--- config.mk ---
export PLATFORM = sky130hd
export DESIGN_NAME = jtgng_dwnld
export DESIGN_NICKNAME = d
export VERILOG_FILES = /design/src/rtl/jtgng_dwnld_pkg.sv /design/src/rtl/jtgng_dwnld_skid.sv /design/src/rtl/jtgng_dwnld.sv
export SDC_FILE = /design/constraint.sdc
export NUM_CORES = 1
export LEC_CHECK = 0
export BUFFER_PORTS_ARGS = -buffer_cell sky130_fd_sc_hd__buf_2
export CELL_PAD_IN_SITES_DETAIL_PLACEMENT = 2
export CELL_PAD_IN_SITES_GLOBAL_PLACEMENT = 2
export CORE_UTILIZATION = 33
export CTS_BUF_LIST = sky130_fd_sc_hd__clkbuf_16
export CTS_CLUSTER_SIZE = 24
export DETAILED_ROUTE_END_ITERATION = 16
export PLACE_DENSITY_LB_ADDON = 0.2
export SLEW_MARGIN = 20
export SYNTH_ARGS = -nofsm -noshare
export SYNTH_HDL_FRONTEND = slang
export SYNTH_SLANG_ARGS = --single-unit
--- constraint.sdc ---
create_clock -name clk -period 2.2 [get_ports clk]
set_input_delay 0.11 -clock clk [delete_from_list [all_inputs] [get_ports clk]]
set_output_delay 0.11 -clock clk [all_outputs]
set_load 0.005 [all_outputs]
--- src/rtl/jtgng_dwnld_pkg.sv ---
// rtl/jtgng_dwnld_pkg.sv - shared state type and byte-mask constants for the ROM downloader
package jtgng_dwnld_pkg;

  typedef enum logic [1:0] {
    IDLE  = 2'd0,
    REQ   = 2'd1,
    FLUSH = 2'd2
  } state_t;

  // prog_mask is active-low: the cleared bit selects the byte lane being written
  localparam logic [1:0] MASK_LO = 2'b10;
  localparam logic [1:0] MASK_HI = 2'b01;

endpackage

--- src/rtl/jtgng_dwnld_skid.sv ---
// rtl/jtgng_dwnld_skid.sv - one-entry holding buffer for SDRAM bytes arriving during a request
module jtgng_dwnld_skid (
  input  logic        clk,
  input  logic        rst,
  input  logic        push,
  input  logic        pop,
  input  logic [21:0] in_addr,
  input  logic [7:0]  in_data,
  input  logic [1:0]  in_mask,
  output logic        valid,
  output logic [21:0] addr,
  output logic [7:0]  data,
  output logic [1:0]  mask,
  output logic        overrun
);

  logic accept;

  // a push is only refused when the entry is occupied and not leaving this cycle
  assign accept = push && (!valid || pop);

  always_ff @(posedge clk) begin
    if (rst) begin
      valid   <= 1'b0;
      addr    <= '0;
      data    <= '0;
      mask    <= '0;
      overrun <= 1'b0;
    end else begin
      if (accept) begin
        valid <= 1'b1;
        addr  <= in_addr;
        data  <= in_data;
        mask  <= in_mask;
      end else if (pop) begin
        valid <= 1'b0;
      end
      if (push && !accept) begin
        overrun <= 1'b1;
      end
    end
  end

endmodule

--- src/rtl/jtgng_dwnld.sv ---
// rtl/jtgng_dwnld.sv - byte download to SDRAM word writes and on-chip PROM strobes
module jtgng_dwnld
  import jtgng_dwnld_pkg::*;
#(
  parameter logic [21:0] PROM_START   = 22'h1_8000,
  parameter int          PROM_AW      = 8,
  parameter int          PROM_NUM     = 2,
  parameter logic [21:0] SDRAM_OFFSET = 22'h0
) (
  input  logic                clk,
  input  logic                rst,
  input  logic                downloading,
  input  logic [21:0]         ioctl_addr,
  input  logic [7:0]          ioctl_data,
  input  logic                ioctl_wr,
  output logic [21:0]         prog_addr,
  output logic [7:0]          prog_data,
  output logic [1:0]          prog_mask,
  output logic                prog_we,
  input  logic                prog_ack,
  output logic [PROM_NUM-1:0] prom_we,
  output logic [PROM_AW-1:0]  prom_addr,
  output logic [3:0]          prom_data,
  output logic                dwn_done,
  output logic                overrun
);

  state_t state, state_nx;

  logic        dl_q, dl_fall;
  logic        is_sdram, sdram_wr, prom_wr;
  logic        load_io, load_buf, take_ack, push;
  logic [21:0] io_word;
  logic [1:0]  io_mask;
  logic        buf_valid;
  logic [21:0] buf_addr;
  logic [7:0]  buf_data;
  logic [1:0]  buf_mask;
  logic [21:0] prom_off;
  logic [PROM_NUM-1:0] prom_we_nx;

  assign is_sdram = ioctl_addr < PROM_START;
  assign sdram_wr = downloading && ioctl_wr && is_sdram;
  assign prom_wr  = downloading && ioctl_wr && !is_sdram;
  assign dl_fall  = dl_q && !downloading;
  assign io_word  = {1'b0, ioctl_addr[21:1]} + SDRAM_OFFSET;
  assign io_mask  = ioctl_addr[0] ? MASK_HI : MASK_LO;
  assign take_ack = prog_we && prog_ack;
  assign push     = sdram_wr && !load_io;

  jtgng_dwnld_skid u_skid (
    .clk     (clk),
    .rst     (rst),
    .push    (push),
    .pop     (load_buf),
    .in_addr (io_word),
    .in_data (ioctl_data),
    .in_mask (io_mask),
    .valid   (buf_valid),
    .addr    (buf_addr),
    .data    (buf_data),
    .mask    (buf_mask),
    .overrun (overrun)
  );

  always_ff @(posedge clk) begin
    if (rst) begin
      state <= IDLE;
    end else begin
      state <= state_nx;
    end
  end

  always_comb begin
    state_nx = state;
    case (state)
      IDLE: begin
        if (dl_fall) begin
          state_nx = FLUSH;
        end else if (load_io || load_buf) begin
          state_nx = REQ;
        end
      end
      REQ: begin
        if (dl_fall) begin
          state_nx = FLUSH;
        end else if (take_ack) begin
          state_nx = IDLE;
        end
      end
      FLUSH: begin
        if (!prog_we && !buf_valid) begin
          state_nx = IDLE;
        end
      end
      default: state_nx = IDLE;
    endcase
  end

  // A buffered byte is only issued from a cycle with prog_we low, which keeps
  // at least one idle cycle between back-to-back requests.
  always_comb begin
    load_io  = 1'b0;
    load_buf = 1'b0;
    dwn_done = 1'b0;
    case (state)
      IDLE: begin
        load_buf = buf_valid;
        load_io  = sdram_wr && !buf_valid;
      end
      FLUSH: begin
        load_buf = !prog_we && buf_valid;
        dwn_done = !prog_we && !buf_valid;
      end
      default: ;
    endcase
  end

  always_ff @(posedge clk) begin
    if (rst) begin
      dl_q      <= 1'b0;
      prog_we   <= 1'b0;
      prog_addr <= '0;
      prog_data <= '0;
      prog_mask <= '0;
    end else begin
      dl_q <= downloading;
      if (load_buf) begin
        prog_addr <= buf_addr;
        prog_data <= buf_data;
        prog_mask <= buf_mask;
        prog_we   <= 1'b1;
      end else if (load_io) begin
        prog_addr <= io_word;
        prog_data <= ioctl_data;
        prog_mask <= io_mask;
        prog_we   <= 1'b1;
      end else if (take_ack) begin
        prog_we <= 1'b0;
      end
    end
  end

  // PROM bytes beyond the last PROM decode to no strobe and are discarded
  assign prom_off = ioctl_addr - PROM_START;

  always_comb begin
    prom_we_nx = '0;
    for (int i = 0; i < PROM_NUM; i++) begin
      prom_we_nx[i] = prom_wr && ((prom_off >> PROM_AW) == 22'(i));
    end
  end

  always_ff @(posedge clk) begin
    if (rst) begin
      prom_we   <= '0;
      prom_addr <= '0;
      prom_data <= '0;
    end else begin
      prom_we <= prom_we_nx;
      if (|prom_we_nx) begin
        prom_addr <= ioctl_addr[PROM_AW-1:0];
        prom_data <= ioctl_data[3:0];
      end
    end
  end

endmodule

==> flow_summary.json, run 1 <==
{
  "seqCellArea_mm2": 0.00164,
  "fin_crit_sh": 0.893,
  "grt_pass1_wl_um": 19000,
  "synth_compound_gate_area_share": 0.197,
  "wl_per_cell_um": 19.0,
  "drt_first_pass_iters": 4,
  "synth.distinct_cells": 38,
  "synth_fp_nets": 441,
  "grt_max_degree": 32,
  "routabilityCongestion": 0.764,
  "p_int_mw": 2.31,
  "clock_tree.buffer_depth": 2,
  "hold_fix_buffer_count_after_cts": 0,
  "synth.ff_latch_count": 82,
  "slew_headroom": 0.265,
  "timing.setup.tns_ns": 0,
  "dpl_cell_area_mm2": 0.00437,
  "yosysWarnings": 0,
  "primary_flip_flop_cell_chosen_by_synthesis_mapping": "dfxtp_1",
  "hold_class": "input port to register",
  "io_buffers": 82,
  "pin_count": 84,
  "number_of_cells_traversed_by_the_worst_register_to_register_path": 4,
  "ir_drop_mv": 0.281,
  "global_route.usage.total": 0.211,
  "number_of_antenna_violating_nets_in_the_routed_design": 0,
  "postRouteWirelength_um": 11800,
  "netlist_instances": 405,
  "postCtsSetupRepairBufs": 0,
  "floorplan.die_area_mm2": 0.0119,
  "slew_violations": 0,
  "switching_fraction_of_total_power": 0.235,
  "net-switching-power_uw": 708,
  "fin_crit_ns": 1.97,
  "finalHoldViolCount": 0,
  "stdcell_count": 622,
  "synth.mux.area_fraction": 0.151,
  "clk-insertion-delay-late_ns": 0.34,
  "syn_to_final_growth_pct": 22.2,
  "vias": 3309,
  "dieWidth_um": 109,
  "critPathRequiredTime_ns": 2.44,
  "dp.cells": 606,
  "crit_arrival_ns": 2.21,
  "fp.dieH_um": 109,
  "placementRows": 38,
  "total_power_mw": 3.02,
  "synth-edff-count": 0,
  "post_route_cells_drive_above_1_share": 0.237,
  "avgViaCountPerCell": 5.32,
  "rsz0062_at_grt": "false",
  "antenna_cells": 0,
  "whs_path_depth": 2,
  "htree_levels": 3,
  "synth_top_family_by_area": "compound AO/OA/AOI/OAI gates",
  "cts-buffers-inserted": 9,
  "clock-sinks": 82,
  "combinationalPowerShare": 0.067,
  "core_mm2": 0.0110,
  "power.density_cell_area_mw_per_mm2": 653,
  "clock_tree.root_cell": "clkbuf_16",
  "final_net_count": 513,
  "utilization": 0.421,
  "multi_input_logic_area_mm2": 0.00198,
  "cts_tree": "done",
  "cts.clk_slew.worst_paths_ns": 0.06,
  "max_slew.worst_pin.slew_ns": 1.09,
  "synth-xor-area-share": 0.00694,
  "detail_route.iter0.violations": 118,
  "finalWorstSetupSlack_ns": 0.234,
  "worstSetupPathType": "register to register",
  "hold_ws_ns": 0.0202,
  "clock-skew-final_ns": 0.00509,
  "mappedNetlistArea_mm2": 0.00378,
  "status": "finished, final reports clean",
  "drcViolationCount": 0,
  "dp_worst_setup_slack_ns": 0.271,
  "timing.critical_path.to_type": "register",
  "startpoint_type_of_the_worst_setup_path": "register",
  "finalInstanceArea_mm2": 0.00462,
  "achievable-frequency_mhz": 509,
  "synth.avg_cell_area_um2": 9.34,
  "synth_sequential_area_ratio": 0.434,
  "initial_antenna_violation_count": 0,
  "synth-simple-area-share": 0.161,
  "hpwl_um": 8130,
  "async_flop_share": 0,
  "final.fill_count": 1214,
  "critPathMaxFanout": 12,
  "maxCapViolCount": 0,
  "grt_pass1_vias": 3465,
  "power_leakage_nw": 2.14,
  "power_frac_clock": 0.438,
  "setup_viol": 0,
  "grt_overflow": 0,
  "floorplan.initialDensity": 0.344,
  "ctsResizeCount": 0,
  "synth-adder-area-share": 0.00331,
  "power.sequential.fraction": 0.495
}
## layer usage
metal | GRT usage | routed length [um] | up-vias
met3 | 0.0406 | 425 | 14
met1 | 0.286 | 5690 | 1646
met2 | 0.333 | 5520 | 65
li1 | - | - | 1584
met5 | 0 | 0 | -
met4 | 0.0734 | 176 | 0
## sequential cells by signal (all words and copies together) (netlist names)
register,count
prog_addr,21
u_skid.addr,21
prog_data,8
prom_addr,8
u_skid.data,8
prom_data,4
prog_mask,2
prom_we,2
state,2
u_skid.mask,2
dl_q,1
prog_we,1
u_skid.overrun,1
u_skid.valid,1
## cell families after synthesis
family | after synthesis
XOR/XNOR | 3
AO/OA/AOI/OAI | 123
other | 1
multiplexers | 57
flip-flops | 82
adder cells (fa/ha/maj) | 1
AND/OR/NAND/NOR | 99
buffers and inverters | 39
## critical path, stage by stage (launching register included)
cell and delay, ns:
dfxtp_1 0.53, and2b_1 0.22, nand2_2 0.19, a211o_1 0.61, mux2i_1 0.31
## cells in the mapped netlist (2+ instances only)
cell type / n / area, um^2
dfxtp_1: 82 / 1640
a21oi_1: 73 / 365
mux2i_1: 56 / 561
nand2b_1: 51 / 319
a21o_1: 30 / 225
clkbuf_1: 26 / 97.6
nand4_1: 14 / 87.6
o31ai_1: 12 / 90.1
buf_2: 6 / 30.0
nor2_1: 6 / 22.5
nor3b_1: 6 / 45.0
buf_4: 5 / 37.5
nand2_1: 4 / 15.0
nor3_1: 4 / 20.0
nor2b_1: 3 / 18.8
a211oi_1: 2 / 15.0
nand3_1: 2 / 10.0
nor4b_1: 2 / 17.5
xnor2_1: 2 / 17.5
## cell usage in the layout, fill, tap and decap left out, types with 3 or more instances in the layout
cell	netlist	layout
dfxtp_1	82	82
clkinv_1	0	3
nand4_1	14	14
a21oi_1	73	73
a21o_1	30	30
buf_2	6	82
nor2b_1	3	3
nand2_1	4	3
inv_1	1	3
mux2i_1	56	56
clkbuf_16	0	9
nor2_1	6	6
nor3b_1	6	6
nand2b_1	51	51
nor3_1	4	4
buf_4	5	15
o31ai_1	12	12
## final timing paths
kind                   from        endpoint  slack (ns)
max            u_skid.valid  u_skid.data[2]        0.23
min           ioctl_addr[8]      prom_we[0]        0.02
max reg2reg    u_skid.valid  u_skid.data[2]        0.23
min reg2reg  u_skid.data[4]  u_skid.data[4]        0.47
## power groups by stage
stage	Clock (mW)	Combinational (mW)	Sequential, mW
4_1_cts	1.36	0.206	1.49
6_report	1.32	0.203	1.49
3_3_place_gp	0	0.200	1.53
2_1_floorplan	0	0.106	1.53
3_5_place_dp	0	0.204	1.53
5_1_grt	1.43	0.222	1.49
## cell type report
cell class              instances  share of cell area
repair buffers                 99               0.122
flip-flops and latches         82               0.355
inverters                       1            0.000812
multi-input cells             284               0.429
well taps                     140              0.0379
clock inverters                 7             0.00623
clock buffers                   9              0.0487
No activity file was read; power rests on OpenSTA's default activity.
==> run 2, diff against run 1 <==
--- a/config.mk
+++ b/config.mk
@@ -13,7 +13,7 @@
 export CTS_CLUSTER_SIZE = 24
 export DETAILED_ROUTE_END_ITERATION = 16
 export PLACE_DENSITY_LB_ADDON = 0.2
-export SLEW_MARGIN = 20
+export SLEW_MARGIN = 5
 export SYNTH_ARGS = -nofsm -noshare
 export SYNTH_HDL_FRONTEND = slang
 export SYNTH_SLANG_ARGS = --single-unit
==> constraint.sdc (replaced) <==
create_clock -name clk -period 2.1 [get_ports clk]
set_input_delay 0.105 -clock clk [delete_from_list [all_inputs] [get_ports clk]]
set_output_delay 0.105 -clock clk [all_outputs]
set_load 0.005 [all_outputs]
==> flow_summary.json, run 2 (synthesis results as in run 1) <==
{
  "utilization": 0.429,
  "crit_path_top_delay_cell": "dfxtp_1",
  "path_cells": "and2b_1 > nand2_2 > a211oi_4 > buf_12 > mux2i_1",
  "finalHoldViolCount": 0,
  "slew_headroom": 0.145,
  "io_buffers": 82,
  "slew_violations": 0,
  "grt_pass1_vias": 3627,
  "routabilityCongestion": 0.748,
  "rsz0062_at_grt": "false",
  "fin_crit_sh": 0.914,
  "core_mm2": 0.0110,
  "maxCapViolCount": 0,
  "wl_per_cell_um": 19.7,
  "critPathMaxFanout": 15,
  "floorplan.initialDensity": 0.344,
  "crit_arrival_ns": 2.18,
  "clock_tree.root_cell": "clkbuf_16",
  "max_stage_delay_ns": 0.54,
  "grt_pass1_wl_um": 19400,
  "critPathRequiredTime_ns": 2.36,
  "clock-skew-final_ns": 0.00592,
  "drt_first_pass_iters": 4,
  "detail_route.iter0.violations": 117,
  "cts-buffers-inserted": 9,
  "largest_registers": "prog_addr (21), u_skid.addr (21)",
  "cts.clk_slew.worst_paths_ns": 0.06,
  "clk-insertion-delay-late_ns": 0.34,
  "startpoint_type_of_the_worst_setup_path": "register",
  "drcViolationCount": 0,
  "number_of_antenna_violating_nets_in_the_routed_design": 0,
  "most_frequent_cells_in_the_layout": "dfxtp_1 (82), buf_2 (82), a21oi_1 (73), mux2i_1 (56), nand2b_1 (51)",
  "status": "finished, final reports clean",
  "grt_max_degree": 32,
  "finalWorstSetupSlack_ns": 0.180,
  "worstPathBufferInverterCount": 1,
  "global_route.usage.total": 0.219,
  "syn_to_final_growth_pct": 24.5,
  "antenna_cells": 0,
  "dp_worst_setup_slack_ns": 0.138,
  "timing.critical_path.to_type": "register",
  "worstSetupPathType": "register to register",
  "final_net_count": 518,
  "cts_tree": "done",
  "ir_drop_mv": 0.424,
  "pin_count": 84,
  "total_power_mw": 3.36,
  "setup_viol": 0,
  "achievable-frequency_mhz": 521,
  "vias": 3390,
  "grt_overflow": 0,
  "fp.dieH_um": 109,
  "fin_crit_ns": 1.92,
  "post_route_cells_drive_above_1_share": 0.255,
  "placementRows": 38,
  "dp.cells": 610,
  "clock-sinks": 82,
  "power_leakage_nw": 2.17,
  "postCtsSetupRepairBufs": 0,
  "path_delay_family": "flip-flops",
  "max_slew.worst_pin.slew_ns": 1.28,
  "postRouteWirelength_um": 12300,
  "avgViaCountPerCell": 5.41,
  "floorplan.die_area_mm2": 0.0119,
  "htree_levels": 3,
  "timing.setup.tns_ns": 0,
  "hold_class": "input port to register",
  "dieWidth_um": 109,
  "initial_antenna_violation_count": 0,
  "power.density_cell_area_mw_per_mm2": 714,
  "stdcell_count": 627,
  "hpwl_um": 8440,
  "clock_tree.buffer_depth": 2
}
==> run 2: final cells by class <==
type / instances / area [um^2]
clock buffer: 9 / 225
clock inverter: 7 / 70.1
fill: 1219 / 6270
inverter: 1 / 3.75
multi-input combinational: 284 / 1990
sequential: 82 / 1640
tap: 140 / 175
timing repair buffer: 104 / 603
==> run 2: where the power goes <==
| group | internal [mW] | total (mW) | switching [mW] |
|---|---|---|---|
| Clock | 0.917 | 1.58 | 0.666 |
| Sequential | 1.56 | 1.56 | 0.00349 |
| Combinational | 0.0812 | 0.214 | 0.133 |
==> run 2: worst reg2reg max path: stages (launching register included) <==
cell and delay (ns):
dfxtp_1 0.54, and2b_1 0.25, nand2_2 0.21, a211oi_4 0.39, buf_12 0.21, mux2i_1 0.24
==> run 2: metrics by stage <==
stage          hold WS [ns]  area, um^2
6_report             0.0280        4710
5_1_grt              0.0518        4710
4_1_cts              0.0239        4700
3_5_place_dp          0.359        4400
3_3_place_gp          0.355        4400
2_1_floorplan         0.183        3780
==> run 2: path summary, 6_finish.rpt <==
path / to / depth (start not counted) / startpoint / slack (ns)
max: u_skid.addr[14] / 5 / u_skid.valid / 0.18
min: dl_q / 2 / downloading / 0.03
max reg2reg: u_skid.addr[14] / 5 / u_skid.valid / 0.18
min reg2reg: u_skid.addr[19] / 1 / u_skid.addr[19] / 0.48
==> run 2: metal layers <==
| metal | global-route usage | part of all wire | wire length (um) |
|---|---|---|---|
| met2 | 0.363 | 0.48 | 5910 |
| met1 | 0.284 | 0.47 | 5750 |
| met4 | 0.0695 | 0.016 | 200 |
| met5 | 0 | 0 | 0 |
| met3 | 0.0412 | 0.039 | 476 |
==> run 2: timing repair <==
action                     CTS  global route
gates resized for setup      0             2
setup endpoints to repair    0            12
hold buffers                 1             0
hold endpoints to repair     1             0
